**src/rtl/arb_pkg.sv**
```systemverilog
// -----------------------------------------------------------------------------
// arb_pkg
// Shared definitions for the oldest-first arbiter and its max-finder tree.
//   - arb_state_e : grant FSM states (ARB_IDLE / ARB_GRANT)
//   - AGE_MAX()   : saturation value of an age counter of a given width
//   - arb_leaf_t  : packed finder-tree node {pending, age, idx}. Its layout
//                   matches the tree output for the default widths below.
// -----------------------------------------------------------------------------
package arb_pkg;

  typedef enum logic {
    ARB_IDLE  = 1'b0,
    ARB_GRANT = 1'b1
  } arb_state_e;

  localparam int ARB_AGE_SZ = 4;
  localparam int ARB_IDX_SZ = 3;

  typedef struct packed {
    logic                  pending;
    logic [ARB_AGE_SZ-1:0] age;
    logic [ARB_IDX_SZ-1:0] idx;
  } arb_leaf_t;

  function automatic int unsigned AGE_MAX(input int unsigned age_sz);
    return (32'd1 << age_sz) - 32'd1;
  endfunction

endpackage

```
**src/rtl/age_max_tree.sv**
```systemverilog
// -----------------------------------------------------------------------------
// age_max_tree
// Purely combinational binary max-finder. Each leaf is {pending, age, idx};
// a node keeps left when left.key >= right.key, so ties resolve to the lower
// index. Non-pending leaves have their age forced to zero, so they always
// lose against any pending leaf.
// Ports:
//   i_pending  in  LEAF_NUM         per-leaf pending flag
//   i_age      in  LEAF_NUM*AGE_SZ  per-leaf age, leaf i at [i*AGE_SZ +: AGE_SZ]
//   o_win      out NODE_W           winning node {pending, age, idx}
// -----------------------------------------------------------------------------
module age_max_tree #(
  parameter  int LEVEL    = 4,
  parameter  int AGE_SZ   = 4,
  localparam int LEAF_NUM = 1 << (LEVEL - 1),
  localparam int IDX_SZ   = LEVEL - 1,
  localparam int NODE_W   = 1 + AGE_SZ + IDX_SZ
) (
  input  logic [LEAF_NUM-1:0]        i_pending,
  input  logic [LEAF_NUM*AGE_SZ-1:0] i_age,
  output logic [NODE_W-1:0]          o_win
);

  genvar gl, gi;

  // Level 0 holds the leaves, level LEVEL-1 holds the single root node.
  // Each level has its own array so no array feeds back into itself.
  for (gl = 0; gl < LEVEL; gl++) begin : g_lvl
    localparam int NN = 1 << (LEVEL - 1 - gl);
    logic [NODE_W-1:0] w_node [NN];

    for (gi = 0; gi < NN; gi++) begin : g_n
      if (gl == 0) begin : g_leaf
        assign w_node[gi] = {i_pending[gi],
                             {AGE_SZ{i_pending[gi]}} & i_age[gi*AGE_SZ +: AGE_SZ],
                             IDX_SZ'(gi)};
      end else begin : g_cmp
        logic [NODE_W-1:0] w_left;
        logic [NODE_W-1:0] w_right;
        assign w_left  = g_lvl[gl-1].w_node[2*gi];
        assign w_right = g_lvl[gl-1].w_node[2*gi+1];
        // Compare only the key {pending, age}; >= keeps the lower index on ties.
        assign w_node[gi] = (w_left[NODE_W-1:IDX_SZ] >= w_right[NODE_W-1:IDX_SZ])
                            ? w_left : w_right;
      end
    end
  end

  assign o_win = g_lvl[LEVEL-1].w_node[0];

endmodule

```
**src/rtl/oldest_first_arbiter.sv**
```systemverilog
// -----------------------------------------------------------------------------
// oldest_first_arbiter
// Shares one downstream port among REQ_NUM requesters, always granting the
// pending request with the largest saturating wait age (lowest index on ties).
// Optional feature macro: ARB_PERF_CNT_EN adds grant_cnt / sat_cnt outputs.
// Ports:
//   clk        in   sole clock, rising edge
//   rst_n      in   synchronous active-low reset
//   req_valid  in   per-slot request, level-held until accepted
//   req_ready  out  per-slot accept (= ~pending)
//   req_done   out  one-cycle pulse when a slot's grant completes
//   gnt_valid  out  grant available downstream
//   gnt_idx    out  granted slot, stable while gnt_valid && !gnt_ready
//   gnt_age    out  age of the granted slot as it stands once granted
//   gnt_ready  in   downstream accepts the grant
//   grant_cnt  out  (ARB_PERF_CNT_EN) completed handshakes, wraps
//   sat_cnt    out  (ARB_PERF_CNT_EN) grants issued with a saturated age
// -----------------------------------------------------------------------------
module oldest_first_arbiter
  import arb_pkg::*;
#(
  parameter int REQ_NUM = 8,
  parameter int LEVEL   = 4,
  parameter int AGE_SZ  = 4,
  parameter int IDX_SZ  = 3
) (
  input  logic               clk,
  input  logic               rst_n,
  input  logic [REQ_NUM-1:0] req_valid,
  output logic [REQ_NUM-1:0] req_ready,
  output logic [REQ_NUM-1:0] req_done,
  output logic               gnt_valid,
  output logic [IDX_SZ-1:0]  gnt_idx,
  output logic [AGE_SZ-1:0]  gnt_age,
  input  logic               gnt_ready
`ifdef ARB_PERF_CNT_EN
  ,
  output logic [31:0]        grant_cnt,
  output logic [31:0]        sat_cnt
`endif
);

  localparam logic [AGE_SZ-1:0] AGE_TOP = AGE_SZ'(AGE_MAX(AGE_SZ));

  arb_state_e                r_state;
  arb_state_e                w_state_next;
  logic [REQ_NUM-1:0]        r_pending;
  logic [REQ_NUM-1:0]        r_done;
  logic [AGE_SZ-1:0]         r_age [REQ_NUM];
  logic [IDX_SZ-1:0]         r_gnt_idx;
  logic [AGE_SZ-1:0]         r_gnt_age;

  logic [REQ_NUM-1:0]        w_granted;
  logic [REQ_NUM-1:0]        w_leaf_pending;
  logic [REQ_NUM-1:0]        w_accept;
  logic [REQ_NUM-1:0]        w_pending_next;
  logic [REQ_NUM-1:0]        w_done_next;
  logic [AGE_SZ-1:0]         w_age_next [REQ_NUM];
  logic [REQ_NUM*AGE_SZ-1:0] w_age_flat;
  arb_leaf_t                 w_win;
  logic [AGE_SZ-1:0]         w_win_age_inc;
  logic                      w_handshake;
  logic                      w_load;

  assign w_handshake = (r_state == ARB_GRANT) && gnt_ready;

  genvar gi;
  for (gi = 0; gi < REQ_NUM; gi++) begin : g_slot
    assign w_granted[gi]      = (r_state == ARB_GRANT) && (r_gnt_idx == IDX_SZ'(gi));
    // The granted slot is masked out of the tree, so on a handshake the tree
    // already yields the next winner; the mask also freezes its age.
    assign w_leaf_pending[gi] = r_pending[gi] && !w_granted[gi];
    assign w_accept[gi]       = req_valid[gi] && !r_pending[gi];
    assign w_done_next[gi]    = w_handshake && w_granted[gi];
    assign w_pending_next[gi] = w_done_next[gi] ? 1'b0 : (r_pending[gi] || req_valid[gi]);
    assign w_age_next[gi]     = w_accept[gi] ? '0 :
                                (w_leaf_pending[gi] && (r_age[gi] != AGE_TOP))
                                ? r_age[gi] + 1'b1 : r_age[gi];
    assign w_age_flat[gi*AGE_SZ +: AGE_SZ] = r_age[gi];
  end

  age_max_tree #(
    .LEVEL  (LEVEL),
    .AGE_SZ (AGE_SZ)
  ) u_tree (
    .i_pending (w_leaf_pending),
    .i_age     (w_age_flat),
    .o_win     (w_win)
  );

  // The winner is not granted in the selection cycle, so its age still
  // advances on the loading edge; gnt_age captures that post-edge value and
  // thereafter equals the (frozen) age register of the granted slot.
  assign w_win_age_inc = (w_win.age == AGE_TOP) ? AGE_TOP : w_win.age + 1'b1;

  always_ff @(posedge clk) begin
    if (!rst_n) begin
      r_state <= ARB_IDLE;
    end else begin
      r_state <= w_state_next;
    end
  end

  always_comb begin
    w_state_next = r_state;
    w_load       = 1'b0;
    case (r_state)
      ARB_IDLE: begin
        if (w_win.pending) begin
          w_load       = 1'b1;
          w_state_next = ARB_GRANT;
        end
      end
      ARB_GRANT: begin
        if (gnt_ready) begin
          if (w_win.pending) begin
            w_load = 1'b1;
          end else begin
            w_state_next = ARB_IDLE;
          end
        end
      end
      default: w_state_next = ARB_IDLE;
    endcase
  end

  always_ff @(posedge clk) begin
    if (!rst_n) begin
      r_pending <= '0;
      r_done    <= '0;
      r_gnt_idx <= '0;
      r_gnt_age <= '0;
      for (int i = 0; i < REQ_NUM; i++) begin
        r_age[i] <= '0;
      end
    end else begin
      r_pending <= w_pending_next;
      r_done    <= w_done_next;
      for (int i = 0; i < REQ_NUM; i++) begin
        r_age[i] <= w_age_next[i];
      end
      if (w_load) begin
        r_gnt_idx <= w_win.idx;
        r_gnt_age <= w_win_age_inc;
      end
    end
  end

  assign req_ready = ~r_pending;
  assign req_done  = r_done;
  assign gnt_valid = (r_state == ARB_GRANT);
  assign gnt_idx   = r_gnt_idx;
  assign gnt_age   = r_gnt_age;

`ifdef ARB_PERF_CNT_EN
  logic [31:0] r_grant_cnt;
  logic [31:0] r_sat_cnt;

  always_ff @(posedge clk) begin
    if (!rst_n) begin
      r_grant_cnt <= '0;
      r_sat_cnt   <= '0;
    end else begin
      if (w_handshake) begin
        r_grant_cnt <= r_grant_cnt + 32'd1;
      end
      if (w_load && (w_win_age_inc == AGE_TOP)) begin
        r_sat_cnt <= r_sat_cnt + 32'd1;
      end
    end
  end

  assign grant_cnt = r_grant_cnt;
  assign sat_cnt   = r_sat_cnt;
`endif

endmodule

```
**config.mk**
```make
export PLATFORM = sky130hd
export DESIGN_NAME = oldest_first_arbiter
export DESIGN_NICKNAME = d
export VERILOG_FILES = /design/src/rtl/arb_pkg.sv /design/src/rtl/age_max_tree.sv /design/src/rtl/oldest_first_arbiter.sv
export SDC_FILE = /design/constraint.sdc
export NUM_CORES = 1
export LEC_CHECK = 0
export CAP_MARGIN = 5
export CORE_AREA = 2 2 91 93
export DETAILED_ROUTE_END_ITERATION = 10
export DIE_AREA = 0 0 93 95
export PLACE_DENSITY = 0.78
export SKIP_CTS_REPAIR_TIMING = 1
export SLEW_MARGIN = 40
export SYNTH_ARGS = -nofsm -noshare
export SYNTH_HDL_FRONTEND = slang
export SYNTH_SLANG_ARGS = --single-unit
export TNS_END_PERCENT = 20
```
**constraint.sdc**
```tcl
create_clock -name clk -period 5.85 [get_ports clk]
set_clock_uncertainty 0.2 [all_clocks]
set_input_delay 1.17 -clock clk [delete_from_list [all_inputs] [get_ports clk]]
set_output_delay 1.17 -clock clk [all_outputs]
set_load 0.01 [all_outputs]
```
==> qor.txt <==
Vias in the first global route: 3768
Pre-antenna DRT Iters: 5
Layout cell share with drive strength beyond 1: 0.251
DR iter-0 viols: 246
Synthesized area: 0.00402 sq mm
Unrepaired setup endpoints after global routing: true
Critical Path Sink Type: register
Synth Area in Compound Gates: 0.259
Final period util: 1.02
Worst slew pin tran: 0.749 ns
M2 GR Usage: 0.416
Filler Cells Inserted: 631
Simple-gate area share of the yosys netlist: 0.218
Post-Synth Adder-Cell Area: 0.127
Final hold violations: 0
Clk buf depth: 2
Xor/xnor cell area share of the yosys netlist: 0.0174
Slowest cell delay on critical path: 0.38 ns
Starting Density: 0.507
Area occupied by multi-input gates: 0.00298 sq mm
Count of pins over their slew limit: 0
Fmax: 167 MHz
Register area: 0.00114 sq mm
Crit-path max FO: 8
CTS buffer count: 5
Root Buffer: clkbuf_8
Max cap viols: 0
DR vias/cell: 5.91
Post-synthesis mux area share: 0.0414
Hold crit path type: reg -> reg
Gr busiest metal: met2
Buffers & Inverters on Critical Path: 3
Dpl ws: -0.192 ns
First-pass GRT wire length: 16800 um
# setup viols final: 5
Failing checks: setup timing
Core Region: 0.00793 sq mm
Initial antenna violation count: 0
Clock sinks: 56
DIE AREA: 0.00884 sq mm
Area grow syn2layout: 33.1%
Clock transition at path regs: 0.12 ns
Syn Inst Count: 499
Mean Syn Cell Area: 8.06 sq um
Largest family of logic cells by synthesized area: compound AO/OA/AOI/OAI gates
Post-DP HPWL: 7850 um
Grt met3 use: 0.0407
Most frequent CP cell: a21o_1
#FFs+latches synth: 56
Lkg Pwr: 2.23 nW
Vias: 4125
Max transition margin: 0.499
Total wire length: 11300 um
Port-buffer cells: 34
Pwr dens: 350 mW/mm^2
Critical path class: reg -> reg
Worst Path Arrival: 6.02 ns
Remaining DRCs: 0
Crit path required time: 5.88 ns
Status: complete, but fails checks
Die X-Extent: 93 um
CP max stage cell: dfxtp_4
GP Congestion: 0.916
CTS tree: built
Antenna Cells: 0
Tmin final: 5.99 ns
Most frequent cells in the layout: 65 x buf_4, 52 x dfxtp_1, 49 x nand2_1
IO Pins: 35
Ys flop type: dfxtp_1
Final global-route overflow total: 0
Grt met1 use: 0.287
Synthesized Nets: 549
Nets: 642
Worst setup margin: -0.143 ns
FP Rows: 33
H-tree lvl count: 2
Worst setup SP type: register
ANT nets after route: 0
Cell variety after synth: 69
Number of synthesized flops with an enable pin: 0
Clock Latency Late Sink: 0.33 ns
Routed len/inst: 16.2 um
Gr usage total: 0.234
Finished Core Util: 0.675
Worst path top cell family by delay: compound AO/OA/AOI/OAI gates
Most common cell after layout, fill and taps aside: buf_4
Ys async rst share: 0
Die H: 95 um
Max VDD drop: 0.188 mV
Largest net degree at the start of global routing: 20
Post-synthesis sequential area ratio: 0.279
Yosys warning total: 0
synth_stat cells, drive strengths merged, types with 4 or more instances:
master / n / area (sq um)
mux2: 5 / 56.3
clkbuf: 7 / 26.3
nand2b: 6 / 37.5
and2: 8 / 50.1
a21o: 27 / 203
nor2b: 5 / 41.3
a21oi: 36 / 191
xor2: 5 / 43.8
nand2: 52 / 198
o21ai: 17 / 88.8
a21boi: 4 / 30.0
nor3: 23 / 115
a211oi: 17 / 128
a31oi: 14 / 87.6
nand3: 18 / 90.1
o21a: 5 / 37.5
ha: 39 / 488
inv: 39 / 146
nor2: 43 / 166
buf: 9 / 63.8
and3: 4 / 25.0
dfxtp: 56 / 1120
mux2i: 11 / 110
where the power goes:
group | leakage [nW] | switching [mW] | internal, mW
clock | 0.0506 | 0.145 | 0.0889
combinational | 1.72 | 0.586 | 0.602
sequential | 0.459 | 0.0335 | 0.417
per-stage QoR:
step	power (mW)	setup TNS, ns	hold slack, ns	area [sq um]	std cells
after floorplan	1.09	-0.171	0.249	4160	499
after global placement	1.36	-0.119	0.265	4900	674
after detailed placement	1.39	-0.623	0.285	4900	674
after CTS	1.62	-0.879	0.301	4990	682
after global routing	1.97	-1.84	0.329	5350	698
final	1.87	-0.472	0.298	5350	698
sequential cells by signal, indices dropped and copies added, names as in the netlist:
name       count
req_done       8
gnt_valid      1
r_age         32
r_pending      8
gnt_idx        3
gnt_age        4
routing by layer:
| metal | part of all wire | wire length [um] |
|---|---|---|
| met2 | 0.50 | 5690 |
| met3 | 0.051 | 572 |
| met1 | 0.42 | 4710 |
| met5 | 0 | 0 |
| met4 | 0.028 | 318 |
cell families (layout without fill, tap and decap cells):
| logic type | after synthesis | count (layout) |
|---|---|---|
| muxes | 16 | 16 |
| AOI/OAI and AO/OA | 148 | 148 |
| xor gates and xnor gates | 8 | 8 |
| adders and majority gates | 41 | 41 |
| DFF | 56 | 56 |
| and+or+nand+nor | 175 | 175 |
| buffers and inverters | 55 | 149 |
layout make-up:
type | count | share of cell area
Inverter | 39 | 0.0274
Clock inverter | 3 | 0.00491
Sequential cell | 56 | 0.212
Timing Repair Buffer | 102 | 0.161
Clock buffer | 5 | 0.0129
Multi-Input combinational cell | 388 | 0.557
Tap cell | 105 | 0.0246
path summary, 6_finish.rpt:
kind,startpoint,end,slack [ns],cells after the start
worst max register to register,gnt_valid,gnt_age[2],-0.14,30
worst min-delay path,r_age[0][9],r_age[0][9],0.30,2
worst max-delay path,gnt_valid,gnt_age[2],-0.14,30
worst min register to register,r_age[0][9],r_age[0][9],0.30,2
worst reg2reg max path: cells and delay by family (launching register included):
family	cells	cell delay, ns
compound gates	14	2.62
fa+ha+maj	3	0.76
buf+inv	3	0.35
flops	1	0.38
mux	1	0.29
simple gates	9	1.28
(Power assumes the default switching activity.)
